==> config.mk <==
export PLATFORM = sky130hd
export DESIGN_NAME = counter_seq_ctrl_flat
export DESIGN_NICKNAME = d
export VERILOG_FILES = /design/src/rtl/counter_seq_ctrl_if.sv /design/src/rtl/counter_seq_ctrl.sv /design/src/flat_wrapper.sv
export SDC_FILE = /design/constraint.sdc
export NUM_CORES = 1
export LEC_CHECK = 0
export CORE_ASPECT_RATIO = 1.25
export CORE_MARGIN = 4
export CORE_UTILIZATION = 59
export CTS_BUF_LIST = sky130_fd_sc_hd__clkbuf_8
export DETAILED_ROUTE_END_ITERATION = 8
export PLACE_DENSITY = 0.84
export SLEW_MARGIN = 0
export SYNTH_ARGS = -nofsm -noshare
export SYNTH_HDL_FRONTEND = slang
export SYNTH_SLANG_ARGS = --single-unit
==> constraint.sdc <==
create_clock -name clk -period 5.3 [get_ports clk]
set_input_delay 1.06 -clock clk [delete_from_list [all_inputs] [get_ports clk]]
set_output_delay 1.06 -clock clk [all_outputs]
set_load 0.005 [all_outputs]
==> src/rtl/counter_seq_ctrl_if.sv <==
// Command/status bundle between the control logic and the counter sequencer.
// The master drives start/pause/abort and the configuration; the slave
// (the sequencer) returns the count value, state and event pulses.
interface counter_seq_ctrl_if #(
  parameter int WIDTH = 8
);
  logic             start;
  logic             pause;
  logic             abort;
  logic [WIDTH-1:0] cfg_load_val;
  logic             cfg_dir;
  logic             cfg_mode;
  logic [WIDTH-1:0] count;
  logic             busy;
  logic             tc;
  logic             done;
  logic [1:0]       state;

  modport master (
    output start, pause, abort, cfg_load_val, cfg_dir, cfg_mode,
    input  count, busy, tc, done, state
  );

  modport slave (
    input  start, pause, abort, cfg_load_val, cfg_dir, cfg_mode,
    output count, busy, tc, done, state
  );
endinterface

==> src/rtl/counter_seq_ctrl.sv <==
// Sequencing controller for a WIDTH-bit counter.
// A start in IDLE latches limit, direction and mode into shadow registers,
// then the counter steps towards its terminal value. One-shot runs finish
// through a single DONE cycle; auto-reload runs restart from the start value.
// Pause freezes the count, abort drops straight back to IDLE with count 0.
module counter_seq_ctrl #(
  parameter int WIDTH = 8
) (
  input logic               clk,
  input logic               rst_n,
  counter_seq_ctrl_if.slave bus
);

  typedef enum logic [1:0] {
    IDLE  = 2'd0,
    RUN   = 2'd1,
    PAUSE = 2'd2,
    DONE  = 2'd3
  } state_e;

  localparam logic [WIDTH-1:0] ONE  = {{(WIDTH-1){1'b0}}, 1'b1};
  localparam logic [WIDTH-1:0] ZERO = {WIDTH{1'b0}};

  state_e           state_q, state_d;
  logic [WIDTH-1:0] count_q, count_d;
  logic             tc_q, tc_d;
  logic             done_q, done_d;
  logic [WIDTH-1:0] lim_q, lim_d;
  logic             dir_q, dir_d;
  logic             mode_q, mode_d;

  logic [WIDTH-1:0] reload_val;
  logic [WIDTH-1:0] terminal_val;
  logic             at_term;

  // Start and terminal values derived from the latched configuration.
  always_comb begin
    reload_val   = dir_q ? ZERO : lim_q;
    terminal_val = dir_q ? lim_q : ZERO;
    at_term      = (count_q == terminal_val);
  end

  // Next-state logic; abort outranks start/pause, which outrank counting.
  always_comb begin
    state_d = state_q;
    count_d = count_q;
    tc_d    = 1'b0;
    done_d  = 1'b0;
    lim_d   = lim_q;
    dir_d   = dir_q;
    mode_d  = mode_q;

    case (state_q)
      IDLE: begin
        if (bus.abort) begin
          count_d = ZERO;
        end else if (bus.start) begin
          lim_d   = bus.cfg_load_val;
          dir_d   = bus.cfg_dir;
          mode_d  = bus.cfg_mode;
          count_d = bus.cfg_dir ? ZERO : bus.cfg_load_val;
          state_d = RUN;
        end
      end

      RUN: begin
        if (bus.abort) begin
          state_d = IDLE;
          count_d = ZERO;
        end else if (bus.pause) begin
          state_d = PAUSE;
        end else if (at_term) begin
          tc_d = 1'b1;
          if (mode_q) begin
            count_d = reload_val;
          end else begin
            state_d = DONE;
            done_d  = 1'b1;
          end
        end else if (dir_q) begin
          count_d = count_q + ONE;
        end else begin
          count_d = count_q - ONE;
        end
      end

      PAUSE: begin
        if (bus.abort) begin
          state_d = IDLE;
          count_d = ZERO;
        end else if (!bus.pause) begin
          state_d = RUN;
        end
      end

      DONE: begin
        state_d = IDLE;
      end

      default: begin
        state_d = IDLE;
        count_d = ZERO;
      end
    endcase
  end

  // Sequencer registers with asynchronous active-low reset.
  always_ff @(posedge clk or negedge rst_n) begin
    if (!rst_n) begin
      state_q <= IDLE;
      count_q <= ZERO;
      tc_q    <= 1'b0;
      done_q  <= 1'b0;
      lim_q   <= ZERO;
      dir_q   <= 1'b0;
      mode_q  <= 1'b0;
    end else begin
      state_q <= state_d;
      count_q <= count_d;
      tc_q    <= tc_d;
      done_q  <= done_d;
      lim_q   <= lim_d;
      dir_q   <= dir_d;
      mode_q  <= mode_d;
    end
  end

  // Status outputs, all taken from registered state.
  always_comb begin
    bus.count = count_q;
    bus.tc    = tc_q;
    bus.done  = done_q;
    bus.state = state_q;
    bus.busy  = (state_q == RUN) || (state_q == PAUSE);
  end

endmodule

==> src/flat_wrapper.sv <==
// flat-port wrapper written by rule: the top's interface ports become plain ports
module counter_seq_ctrl_flat 
#(
  parameter int WIDTH = 8
)
  (clk, rst_n, bus_start, bus_pause, bus_abort, bus_cfg_load_val, bus_cfg_dir, bus_cfg_mode, bus_count, bus_busy, bus_tc, bus_done, bus_state);
  counter_seq_ctrl_if #(.WIDTH(WIDTH)) bus_i ();
  input logic clk;
  input logic rst_n;
  input wire logic [$bits(bus_i.start)-1:0] bus_start;
  input wire logic [$bits(bus_i.pause)-1:0] bus_pause;
  input wire logic [$bits(bus_i.abort)-1:0] bus_abort;
  input wire logic [$bits(bus_i.cfg_load_val)-1:0] bus_cfg_load_val;
  input wire logic [$bits(bus_i.cfg_dir)-1:0] bus_cfg_dir;
  input wire logic [$bits(bus_i.cfg_mode)-1:0] bus_cfg_mode;
  output wire logic [$bits(bus_i.count)-1:0] bus_count;
  output wire logic [$bits(bus_i.busy)-1:0] bus_busy;
  output wire logic [$bits(bus_i.tc)-1:0] bus_tc;
  output wire logic [$bits(bus_i.done)-1:0] bus_done;
  output wire logic [$bits(bus_i.state)-1:0] bus_state;
  assign bus_i.start = bus_start;
  assign bus_i.pause = bus_pause;
  assign bus_i.abort = bus_abort;
  assign bus_i.cfg_load_val = bus_cfg_load_val;
  assign bus_i.cfg_dir = bus_cfg_dir;
  assign bus_i.cfg_mode = bus_cfg_mode;
  assign bus_count = bus_i.count;
  assign bus_busy = bus_i.busy;
  assign bus_tc = bus_i.tc;
  assign bus_done = bus_i.done;
  assign bus_state = bus_i.state;
  counter_seq_ctrl #(.WIDTH(WIDTH)) u_core (.clk(clk), .rst_n(rst_n), .bus(bus_i));
endmodule
# Yosys cells after proc, flatten, opt, wreduce, memory -nomap -nowiden

Cells that the tools add are included.

Logic and storage cells: 59
Register bits: 22
Input port bits: 15

Reductions and logical operators: 6
Multiplexer cells: 30
$add $sub $neg: 2
Bitwise gates (word level): 1
Equal/unequal tests: 13

Operators by type and width:

| operator                                                            | number |
|---|---|
| 8-bit two-way mux                                                   | 11 |
| 8-bit case mux with 3 select lines                                  | 1 |
| 2-bit two-way mux                                                   | 8 |
| 5-bit AND reduction                                                 | 2 |
| 1-bit two-way mux                                                   | 9 |
| 3-bit != test (second input constant)                               | 3 |
| 8-bit by 1-bit adder with 8-bit output (second input constant)      | 1 |
| 8-bit == test                                                       | 1 |
| 4-bit by 3-bit != test with 1-bit output (second input constant)    | 2 |
| 2-bit case mux with 4 select lines                                  | 1 |
| 8-bit by 1-bit subtractor with 8-bit output (second input constant) | 1 |
| 2-bit != test (second input constant)                               | 3 |
| 2-bit == test (second input constant)                               | 2 |
| 4-bit != test (second input constant)                               | 1 |
| 3-bit AND reduction                                                 | 1 |
| 3-bit nonzero test                                                  | 1 |
| 2-bit by 1-bit == test with 1-bit output (second input constant)    | 1 |
| 2-bit zero test                                                     | 1 |
| 1-bit logical OR                                                    | 1 |
| 1-bit NOT                                                           | 1 |

# Logic depth before layout (Yosys ltp)

Depth after elaboration: 6
Gate-level depth with buffers: 10
Depth with buffers taken out: 9

# Worst setup path after synthesis

OpenSTA, ideal clock, no wires.

Path kind: register -> register
Start point: register u_core.dir_q
End point: register u_core.count_q[7], in the netlist u_core.bus.count[7]
Cell stages (with the launch flop): 10
Setup slack: 3.033 ns
Data arrival time: 2.135 ns
Path buffers: 0
Clock period less this slack: 2.267 ns
Cells stage by stage: dfrtp_1 inv_1 ha_1 a211oi_1 o21ai_1 o31ai_1 xor2_1 nor3_1 o31ai_1 a31oi_1

Cells in the longest elaborated chain, start to end: 6
Elaborated cells between the ends (all ways): 11

Ends and longest elaborated chain:

| element                                                   | line                                           | RTL |
|---|---|---|
| start: declaration                                        | counter_seq_ctrl.sv:29                         | `logic dir_q, dir_d;` |
| start signal: assignment                                  | counter_seq_ctrl.sv:123                        | `dir_q <= dir_d;` |
| 8-bit two-way mux, on equally long branches               | counter_seq_ctrl.sv:39, counter_seq_ctrl.sv:38 |  |
| 8-bit == test / 8-bit two-way mux (equally long branches) | counter_seq_ctrl.sv:40, counter_seq_ctrl.sv:74 |  |
| 8-bit two-way mux                                         | counter_seq_ctrl.sv:72                         | `end else if (at_term) begin` |
| 8-bit two-way mux                                         | counter_seq_ctrl.sv:70                         | `end else if (bus.pause) begin` |
| 8-bit two-way mux                                         | counter_seq_ctrl.sv:67                         | `if (bus.abort) begin` |
| 8-bit case mux with 3 select lines                        | counter_seq_ctrl.sv:53                         | `case (state_q)` |
| end signal: assignment                                    | counter_seq_ctrl.sv:119                        | `count_q <= count_d;` |
| end: declaration                                          | counter_seq_ctrl.sv:25                         | `logic [WIDTH-1:0] count_q, count_d;` |

Parallel ways exist; a longest one is shown, timed or not. The select of a mux whose other input is x is not followed.
A chain may end at the register's enable or synchronous reset.

# Worst setup path in the final report

Start point: register u_core.dir_q
End point: register u_core.count_q[6], in the netlist u_core.bus.count[6]

Same word-level chain as after synthesis.

==> summary.md <==
| Metric | Value |
|---|---|
| CTS H-Tree Depth | 1 |
| Mapped Area | ~0.0017 mm2 |
| Routed vias | approximately 1400 |
| Clock buffer depth | 2 |
| Post-CTS setup buffer count | 0 |
| Leak | 0.000830 uW |
| CORE AREA | around 0.0027 mm2 |
| Dpl hpwl | between 2000 and 3000 um |
| Worst EP required | 5470 ps |
| Setup CP Type | register to register |
| YS warnings | 0 |
| Post-Synth Simple-Gate Area | a little under a fifth |
| Share of the yosys chip area belonging to registers | ~33% |
| Fin area | between 0.002 and 0.0025 mm2 |
| Worst Path Buf+Inv | 1 |
| Final hold violation count | 0 |
| Sequential cell area | ~550 um2 |
| Post_cts resized | 0 |
| Final worst path period share | between 50% and 60% |
| WL/cell | ~17 um |
| Synth Register Bits | 22 |
| Hold WC Path Type | register to register |
| Hold_buf cts | 0 |
| Startpoint Class | register |
| Commonest non-fill, non-tap cells in the layout | clkdlybuf4s50_1 (27), dfrtp_1 (22), nor2_1 (14), nand2_1 (13), mux2_2 (11) |
| Total Wirelength | about 3900 um |
| Power Dens Cells | ~660 mW/mm2 |
| Met1 usage | roughly a quarter |
| Outcome | finished clean |
| Drt first pass iters | 5 |
| GP Congestion | roughly 0.85 |
| Count of different cell masters after synthesis | 45 |
| Compound-Gate Fraction of Synth Area | between 10% and 20% |
| Post-Synth XOR/XNOR Area | about 4.7% |
| Post-synth EDFFs | 0 |
| Ys async rst share | between 90% and 100% |
| Area after DPL | a little under 0.002 mm2 |
| Vias in the first global route | 1425 |
| FILL cells | roughly 200 |
| GRT Max-Usage Layer | met2 |
| N_diodes | 0 |
| Die X | around 56 um |
| R2R Setup Slk | between 2000 and 2500 ps |
| Slew margin rel. | between 30% and 40% |
| Pre-CTS WS | 2290 ps |
| Tightest Pin Transition | about 1000 ps |
| Antenna violations before repair | 0 |
| Num Clock Sinks | 22 |
| Slew Limit Fails | 0 |
| Die area | 0.00375 mm2 |
| Routing usage on met2 | 41.7% |
| CTS tree | yes |
| Syn nets | 201 |
| Vias per cell | slightly above 6 |
| Clock Skews | 5.77 ps |
| Portion of netlist area occupied by mux cells | roughly 12% |
| Post-route antenna net violation count | 0 |
| Starting Density | 61.8% |
| Root Buffer Master | clkbuf_8 |
| RSZ-0062 raised after global routing | false |
| Area growth syn-to-layout | 19.8% |
| Pin count of the biggest net entering global routing | 23 |
| Worst-path cell chain | inv_1 -> nor3_1 -> o22ai_2 -> nor2_2 -> a221oi_4 -> mux2i_1 -> a31o_1 |
| Max Cap Viol | 0 |
| Peak supply drop | ~0.00046 V |
| CP Max Fanout | 16 |
| Largest family of logic cells by synthesized area | compound AO/OA/AOI/OAI gates |
| Clock period minus worst slack | approximately 2800 ps |
| CP delay by family, top | simple AND/OR/NAND/NOR gates |
| Final Worst Setup Slack | approximately 2500 ps |
| Final setup fails | 0 |
| Die height | 67.5 um |
| Most common cell after layout, fill and taps aside | clkdlybuf4s50_1 |
| CTS buffer count | 3 |
| Mean Syn Cell Area | 9.55 um2 |
| First-pass GRT wire length | between 6000 and 7000 um |
| Pwr Total | approximately 1300 uW |
| Clk_lat worst skew | roughly 270 ps |
| Post-synth top flop | dfrtp_1 |
| Critical path's largest stage delay | between 600 and 700 ps |
| Fmax | 353 MHz |
| Synth Area in Adders | just under 9% |
| Setup crit end kind | register |
| Ports | 28 |
| Total negative slack | 0 ps |
| Share of cells above drive strength 1 | 11.5% |
| Nets | 227 |
| Row count | 21 |
| DRC violations left | 0 |
| 1st-iter DRT viols | 57 |
| All-Layer GR Usage | 22.3% |
| Buffers on Ports | 27 |
| Congestion Overflow GR | 0 |
| Multi-input gate area | 0.00105 mm2 |
| Critical path arrival | ~3000 ps |
| Crit path max-delay cell type | dfrtp_1 |
| Cells after synthesis | approximately 180 |
| Met3 usage | approximately 2.7% |
| CTS clk-pin slew, worst paths | approximately 90 ps |
[layout make-up]
cell class,instances,share of cell area (%)
flip-flops and latches,22,27.5
multi-input cells,141,52.2
inverters,6,1.12
clock buffers,3,2.06
well taps,34,2.12
repair buffers,27,13.5
clock inverters,1,1.50
[Yosys cell counts (all sizes together), types with 2 or more instances]
| master | n | area share [%] |
|---|---|---|
| buf | 5 | 2.9 |
| a22oi | 5 | 2.2 |
| nand2b | 5 | 1.9 |
| dfrtp | 22 | 33 |
| mux2i | 7 | 4.2 |
| nor3 | 6 | 1.8 |
| a31oi | 2 | 0.75 |
| o31ai | 2 | 0.90 |
| inv | 6 | 1.3 |
| ha | 10 | 7.5 |
| nor2b | 4 | 1.5 |
| o21a | 3 | 1.3 |
| nand2 | 13 | 2.9 |
| and3 | 2 | 0.75 |
| o21ai | 8 | 2.6 |
| a21oi | 8 | 2.4 |
| mux2 | 11 | 7.4 |
| nand4b | 4 | 2.1 |
| o22ai | 6 | 3.4 |
| nand3 | 5 | 1.5 |
| nor2 | 15 | 3.5 |
| xnor2 | 2 | 1.0 |
| xor2 | 7 | 3.7 |
[cell families after synthesis]
family	count (synthesis)
and+or+nand+nor	60
AOI/OAI and AO/OA	43
xor gates and xnor gates	9
buffers and inverters	12
DFF	22
muxes	18
adders and majority gates	11
[flip-flops by register name, indices dropped and copies added (netlist names)]
signal and count:
u_core.bus.count 8, u_core.bus.done 1, u_core.bus.state 2, u_core.bus.tc 1, u_core.dir_q 1, u_core.lim_q 8, u_core.mode_q 1
[where the power goes]
group	leakage [uW]	switching, uW	internal [uW]
clock network	0.0000357	59.3	101
logic	0.000520	384	405
registers	0.000275	126	241
total	0.000830	569	747
[path summary, 6_finish.rpt]
path / start / endpoint / cells past startpoint
max: u_core.dir_q / u_core.bus.count[6] / 7
min: u_core.mode_q / u_core.bus.done / 1
max reg2reg: u_core.dir_q / u_core.bus.count[6] / 7
min reg2reg: u_core.mode_q / u_core.bus.done / 1
max in group asynchronous: rst_n / u_core.bus.count[5] / 1
min in group asynchronous: rst_n / u_core.bus.done / 1
[metrics by stage]
| stage | hold slack, ps | cells | util (%) |
|---|---|---|---|
| final | 507 | 234 | 74.0 |
| after CTS | 511 | 234 | 74.0 |
| after global routing | 529 | 234 | 74.0 |
| after detailed placement | 497 | 230 | 71.4 |
| after global placement | 486 | 230 | 71.4 |
| after floorplan | 442 | 175 | - |
[layer usage]
layer	routed length (um)	part of all wire (%)
met5	0	0
met3	212	5.4
met4	88	2.2
met2	2010	51
met1	1620	41
Power figures use the tool's default switching activity.
